===== src/rtl/mem_stage.sv =====
`default_nettype none
// ============================================================================
//  Module   : mem_stage
//  Purpose  : MEM pipeline stage of the 16-bit CPU. Issues data-memory and
//             bus accesses over valid/ack handshakes, stalls upstream while an
//             access is outstanding, aborts hung accesses after TIMEOUT wait
//             cycles and drives the MEM/WB register.
//  Revision : 1.0  initial release
// ============================================================================
module mem_stage #(
  parameter int TIMEOUT = 255
) (
  input  logic        clk,
  input  logic        rst_n,
  input  logic [15:0] iAluOut,
  input  logic [15:0] iData2,
  input  logic        iMemRead,
  input  logic        iMemWrite,
  input  logic        iBusWrite,
  input  logic        iAlutoReg,
  input  logic        iMemtoReg,
  input  logic        iBustoReg,
  input  logic [3:0]  iDest,
  input  logic        iHalt,
  output logic        oStall,
  output logic        dmem_req,
  output logic        dmem_we,
  output logic [15:0] dmem_addr,
  output logic [15:0] dmem_wdata,
  input  logic        dmem_ack,
  input  logic [15:0] dmem_rdata,
  output logic        bus_req,
  output logic        bus_we,
  output logic [15:0] bus_addr,
  output logic [15:0] bus_wdata,
  input  logic        bus_ack,
  input  logic [15:0] bus_rdata,
  output logic        oWbEn,
  output logic [15:0] oWbData,
  output logic [3:0]  oDest,
  output logic        oHalt,
  output logic        oErr
);

  typedef enum logic [1:0] {
    IDLE     = 2'd0,
    MEM_WAIT = 2'd1,
    BUS_WAIT = 2'd2,
    HALTED   = 2'd3
  } state_t;

  state_t      state;
  logic [7:0]  wait_cnt;
  logic [15:0] lat_addr;
  logic [15:0] lat_wdata;
  logic        lat_we;
  logic [3:0]  lat_dest;
  logic        lat_alu2reg;
  logic        lat_mem2reg;
  logic        lat_bus2reg;

  logic        sel_mem;
  logic        sel_bus;
  logic        sel_we;
  logic        idle_act;
  logic        new_mem;
  logic        new_bus;
  logic        in_mem_wait;
  logic        in_bus_wait;
  logic        in_wait;
  logic        ack_now;
  logic        timeout_hit;
  logic        new_wb_en;
  logic [15:0] new_wb_data;
  logic        lat_wb_en;
  logic [15:0] lat_wb_data;

  // Request priority decode and handshake status for the current cycle
  always_comb begin
    sel_mem     = iMemWrite | iMemRead;
    sel_bus     = !sel_mem && (iBusWrite || iBustoReg);
    sel_we      = sel_mem ? iMemWrite : iBusWrite;
    // reset gates the IDLE launch path so req drops the moment rst_n falls
    idle_act    = rst_n && (state == IDLE);
    new_mem     = idle_act & sel_mem;
    new_bus     = idle_act & sel_bus;
    in_mem_wait = (state == MEM_WAIT);
    in_bus_wait = (state == BUS_WAIT);
    in_wait     = in_mem_wait | in_bus_wait;
    ack_now     = ((new_mem | in_mem_wait) & dmem_ack) |
                  ((new_bus | in_bus_wait) & bus_ack);
    timeout_hit = in_wait && !ack_now &&
                  (({1'b0, wait_cnt} + 9'd1) == 9'(TIMEOUT));
    // the abort cycle releases upstream just like a completion
    oStall      = ((new_mem | new_bus) & !ack_now) |
                  (in_wait & !ack_now & !timeout_hit);
  end

  // Memory and bus request outputs: live inputs on launch, latched copy while waiting
  always_comb begin
    dmem_req   = new_mem | in_mem_wait;
    dmem_we    = new_mem ? sel_we  : (in_mem_wait & lat_we);
    dmem_addr  = new_mem ? iAluOut : (in_mem_wait ? lat_addr  : 16'h0000);
    dmem_wdata = new_mem ? iData2  : (in_mem_wait ? lat_wdata : 16'h0000);
    bus_req    = new_bus | in_bus_wait;
    bus_we     = new_bus ? sel_we  : (in_bus_wait & lat_we);
    bus_addr   = new_bus ? iAluOut : (in_bus_wait ? lat_addr  : 16'h0000);
    bus_wdata  = new_bus ? iData2  : (in_bus_wait ? lat_wdata : 16'h0000);
  end

  // Writeback value selection for live and latched operations
  always_comb begin
    new_wb_en   = iAlutoReg | iMemtoReg | iBustoReg;
    new_wb_data = iMemtoReg ? dmem_rdata : (iBustoReg ? bus_rdata : iAluOut);
    lat_wb_en   = lat_alu2reg | lat_mem2reg | lat_bus2reg;
    lat_wb_data = lat_mem2reg ? dmem_rdata : (lat_bus2reg ? bus_rdata : lat_addr);
  end

  // Stage FSM, wait counter, access latches and MEM/WB register
  always_ff @(posedge clk or negedge rst_n) begin
    if (!rst_n) begin
      state       <= IDLE;
      wait_cnt    <= 8'd0;
      lat_addr    <= 16'h0000;
      lat_wdata   <= 16'h0000;
      lat_we      <= 1'b0;
      lat_dest    <= 4'd0;
      lat_alu2reg <= 1'b0;
      lat_mem2reg <= 1'b0;
      lat_bus2reg <= 1'b0;
      oWbEn       <= 1'b0;
      oWbData     <= 16'h0000;
      oDest       <= 4'd0;
      oHalt       <= 1'b0;
      oErr        <= 1'b0;
    end else begin
      case (state)
        IDLE: begin
          if (sel_mem || sel_bus) begin
            lat_addr    <= iAluOut;
            lat_wdata   <= iData2;
            lat_we      <= sel_we;
            lat_dest    <= iDest;
            lat_alu2reg <= iAlutoReg;
            lat_mem2reg <= iMemtoReg;
            lat_bus2reg <= iBustoReg;
            wait_cnt    <= 8'd0;
            if (ack_now) begin
              oWbEn   <= new_wb_en;
              oWbData <= new_wb_data;
              oDest   <= iDest;
            end else begin
              oWbEn <= 1'b0;
              state <= sel_mem ? MEM_WAIT : BUS_WAIT;
            end
          end else begin
            oWbEn   <= new_wb_en;
            oWbData <= new_wb_data;
            oDest   <= iDest;
            if (iHalt) begin
              oHalt <= 1'b1;
              state <= HALTED;
            end
          end
        end
        MEM_WAIT, BUS_WAIT: begin
          if (ack_now) begin
            oWbEn   <= lat_wb_en;
            oWbData <= lat_wb_data;
            oDest   <= lat_dest;
            state   <= IDLE;
          end else if (timeout_hit) begin
            oWbEn <= 1'b0;
            oErr  <= 1'b1;
            state <= IDLE;
          end else begin
            oWbEn    <= 1'b0;
            wait_cnt <= wait_cnt + 8'd1;
          end
        end
        default: begin
          oWbEn <= 1'b0;
        end
      endcase
    end
  end

endmodule
`default_nettype wire


===== config.mk =====
export PLATFORM = sky130hd
export DESIGN_NAME = mem_stage
export DESIGN_NICKNAME = d
export VERILOG_FILES = /design/src/rtl/mem_stage.sv
export SDC_FILE = /design/constraint.sdc
export NUM_CORES = 1
export LEC_CHECK = 0
export ABC_AREA = 1
export CAP_MARGIN = 40
export CORE_ASPECT_RATIO = 0.9
export CORE_MARGIN = 2
export CORE_UTILIZATION = 45
export CTS_CLUSTER_SIZE = 40
export DETAILED_ROUTE_END_ITERATION = 12
export PLACE_DENSITY = 0.8
export RECOVER_POWER = 25
export SYNTH_ARGS = -nofsm -noshare
export SYNTH_HDL_FRONTEND = slang
export SYNTH_SLANG_ARGS = --single-unit

===== constraint.sdc =====
create_clock -name clk -period 2.45 [get_ports clk]
set_clock_uncertainty 0.05 [all_clocks]
set_input_delay 0.6125 -clock clk [delete_from_list [all_inputs] [get_ports clk]]
set_output_delay 0.6125 -clock clk [all_outputs]
set_load 0.05 [all_outputs]

==> impl_results.md <==
- Failing checks: setup timing
- Classification of the worst-slack hold path: in2async
- Clock root cell: clkbuf_16
- Flop2flop setup slack: 190 ps
- Reg2reg end: oDest[2]
- Cell taking the most area after synthesis: dfrtp_1
- Unique masters post-synth: 33
- Ys async rst share: 1.00
- Final Non-Filler Cells: approximately 1000
- Synthesized flop and latch total: between 70 and 80
- Metal-1 WL: 8510 um
- Min Tclk post-route: 2700 ps
- Post-synth EDFFs: 0
- CP Launch Type: input port
- Worst-Margin Slew: 1220 ps
- Hold WS: approximately 310 ps
- H-tree depth: 3
- WL met2: 11800 um
- Top Metal Used: met4
- Synthesized cell area: 0.00489 mm2
- RSZ-0062 raised after global routing: yes
- CP max FO: 11
- Main flop type after synthesis: dfrtp_1
- Initial core utilization: 0.456
- Top-count cell post-synth: nand2_1
- Wire length on met3: 2650 um
- Utilization after layout: 0.863
- Crit Path Category: in2out
- Die height: 103 um
- Worst Path Required: 1790 ps
- DRC viols: 0
- Gr ovfl total: 0
- CTS Buffer Depth: 2
- Synth Warn #: 0
- Layout cell share with drive strength beyond 1: 0.326
- Vias per cell: 6.31
- Mapped Nets: 794
- Hpwl dp: 13500 um
- Crit path arrival time: roughly 2000 ps
- Dpl cells: about 1000
- Synth top cells by count: 147 x nand2_1, 142 x o21ai_0, 96 x nand3_1
- DRT iter0 DRCs: 851
- Max Clock Freq: roughly 370 MHz
- CTS Buf Count: 9
- Reg2Reg Depth: 14
- CTS tree: done
- Final net count: 995
- VDD IR max: 0.928 mV
- Vias in the first global route: 6366
- Final WS setup: -253 ps
- Tcrit/Tclk final: 1.10
- Post-route ant nets: 0
- Total power: 14.0 mW
- Max-cap violations: 0
- All-Layer GR Usage: 0.366
- Largest net degree at the start of global routing: 47
- Clock tree sinks: 73
- Avg Inst Size Synth: 6.89 um2
- Lkg Pwr: 3.96 nW
- Status: finished with violations
- PD cells: about 1500 mW/mm2
- First-pass GRT wire length: 33100 um
- Setup crit end kind: primary output
- # diodes: 0
- FF-to-FF Start: state[1]
- Avg WL per Cell: 23.2 um
- Die area: 0.0117 mm2
- Io pins: 171
- Max-slew violation count: 0
- Aggregate routed wire length: 24300 um
- Final Hold Fails: 0
- Via Count: between 6000 and 7000
- Post-Syn Instances: 709
- Rel. slew slack: 0.186
- Port bufs: 170
- Chip Width: between 100 and 150 um
- Clk_lat worst skew: between 300 and 400 ps
- Reg clk slew, reported paths: 60 ps
- Worst Setup SP: iMemWrite
- # setup viols final: 68
- Core Footprint: 0.0107 mm2
- # rows: 36
- Pre-antenna DRT Iters: 9
- Routability cong.: 0.872
- Initial antenna violation count: 0
- Post-synthesis sequential area ratio: 0.374
- Top post-synthesis cells by area: dfrtp_1 37%, o21ai_0 15%, nand2_1 11%, nand3_1 9.8%, inv_1 5.1%
- Top-area cell type share of the netlist area: 0.374
- Syn-to-layout area delta: 89.4%
==> report_power, final <==
| group | switching, mW | total [mW] | internal [mW] |
|---|---|---|---|
| combinational | 6.30 | 10.4 | 4.10 |
| sequential | 0.568 | 2.35 | 1.78 |
| clock | 0.536 | 1.28 | 0.740 |
==> final cells by class <==
class,instances,area (um2)
Clock buffer,14,264
Clock inverter,2,12.5
Fill cell,514,1460
Inverter,68,260
Multi-Input combinational cell,517,3550
Sequential cell,73,1830
Tap cell,133,166
Timing Repair Buffer,241,3180
==> layout by cell type (no fill, tap or decap), types with 19 or more instances in the layout <==
cell             instances
inv_1                   60
nand3_2                 32
nor2_1                  42
buf_4                   43
o21ai_4                 53
nand3_1                 57
o21ai_2                 19
clkdlybuf4s50_1         96
nand2_1                144
o21ai_0                 74
buf_12                  76
dfrtp_1                 73
==> metal layers <==
metal,vias to the layer above,GRT usage
met2,555,0.637
li1,2785,-
met4,0,0.155
met5,-,0
met3,140,0.113
met1,3134,0.424
==> per-stage QoR <==
step	setup slack [ps]	cell area (um2)	setup TNS, ps
2_1_floorplan	-223	5260	-6360
3_3_place_gp	-391	8010	-20220
3_5_place_dp	-442	8010	-22700
4_1_cts	-122	8740	-3730
5_1_grt	-282	9260	-11070
6_report	-253	9260	-7300
==> sequential cells by signal (all words and copies together) (netlist names), 2 cells and up <==
name / count
lat_addr: 16
lat_wdata: 16
oWbData: 16
wait_cnt: 8
lat_dest: 4
oDest: 4
state: 2
==> repair_timing <==
action / in CTS / in global routing
setup buffers: 9 / 9
cloned: 3 / 5
pin swaps: 11 / 16
gates resized for setup: 74 / 75
setup endpoints to repair: 68 / 68
hold buffers: 0 / 0
==> cell families (layout without fill, tap and decap cells) <==
| logic type | after synthesis | in the layout | synth area share |
|---|---|---|---|
| buf+inv | 119 | 325 | 0.0983 |
| simple gates | 305 | 305 | 0.274 |
| flops | 73 | 73 | 0.374 |
| xor+xnor | 1 | 1 | 0.00179 |
| compound gates | 202 | 202 | 0.230 |
| mux | 3 | 3 | 0.00614 |
| fa+ha+maj | 6 | 6 | 0.0154 |
==> critical path, stage by stage <==
cell	delay [ps]
clkdlybuf4s15_2	210
nor2_4	220
nor2_4	100
inv_6	150
buf_6	200
nand3_1	220
o21ai_4	150
buf_12	160
==> worst max-delay path by stage <==
stage               endpoint  slack, ps
2_1_floorplan  dmem_addr[11]       -220
3_3_place_gp    bus_addr[15]       -390
3_5_place_dp   dmem_wdata[8]       -440
4_1_cts               oStall       -120
5_1_grt               oStall       -280
6_report       dmem_wdata[5]       -250
No activity file was read; power rests on OpenSTA's default activity.
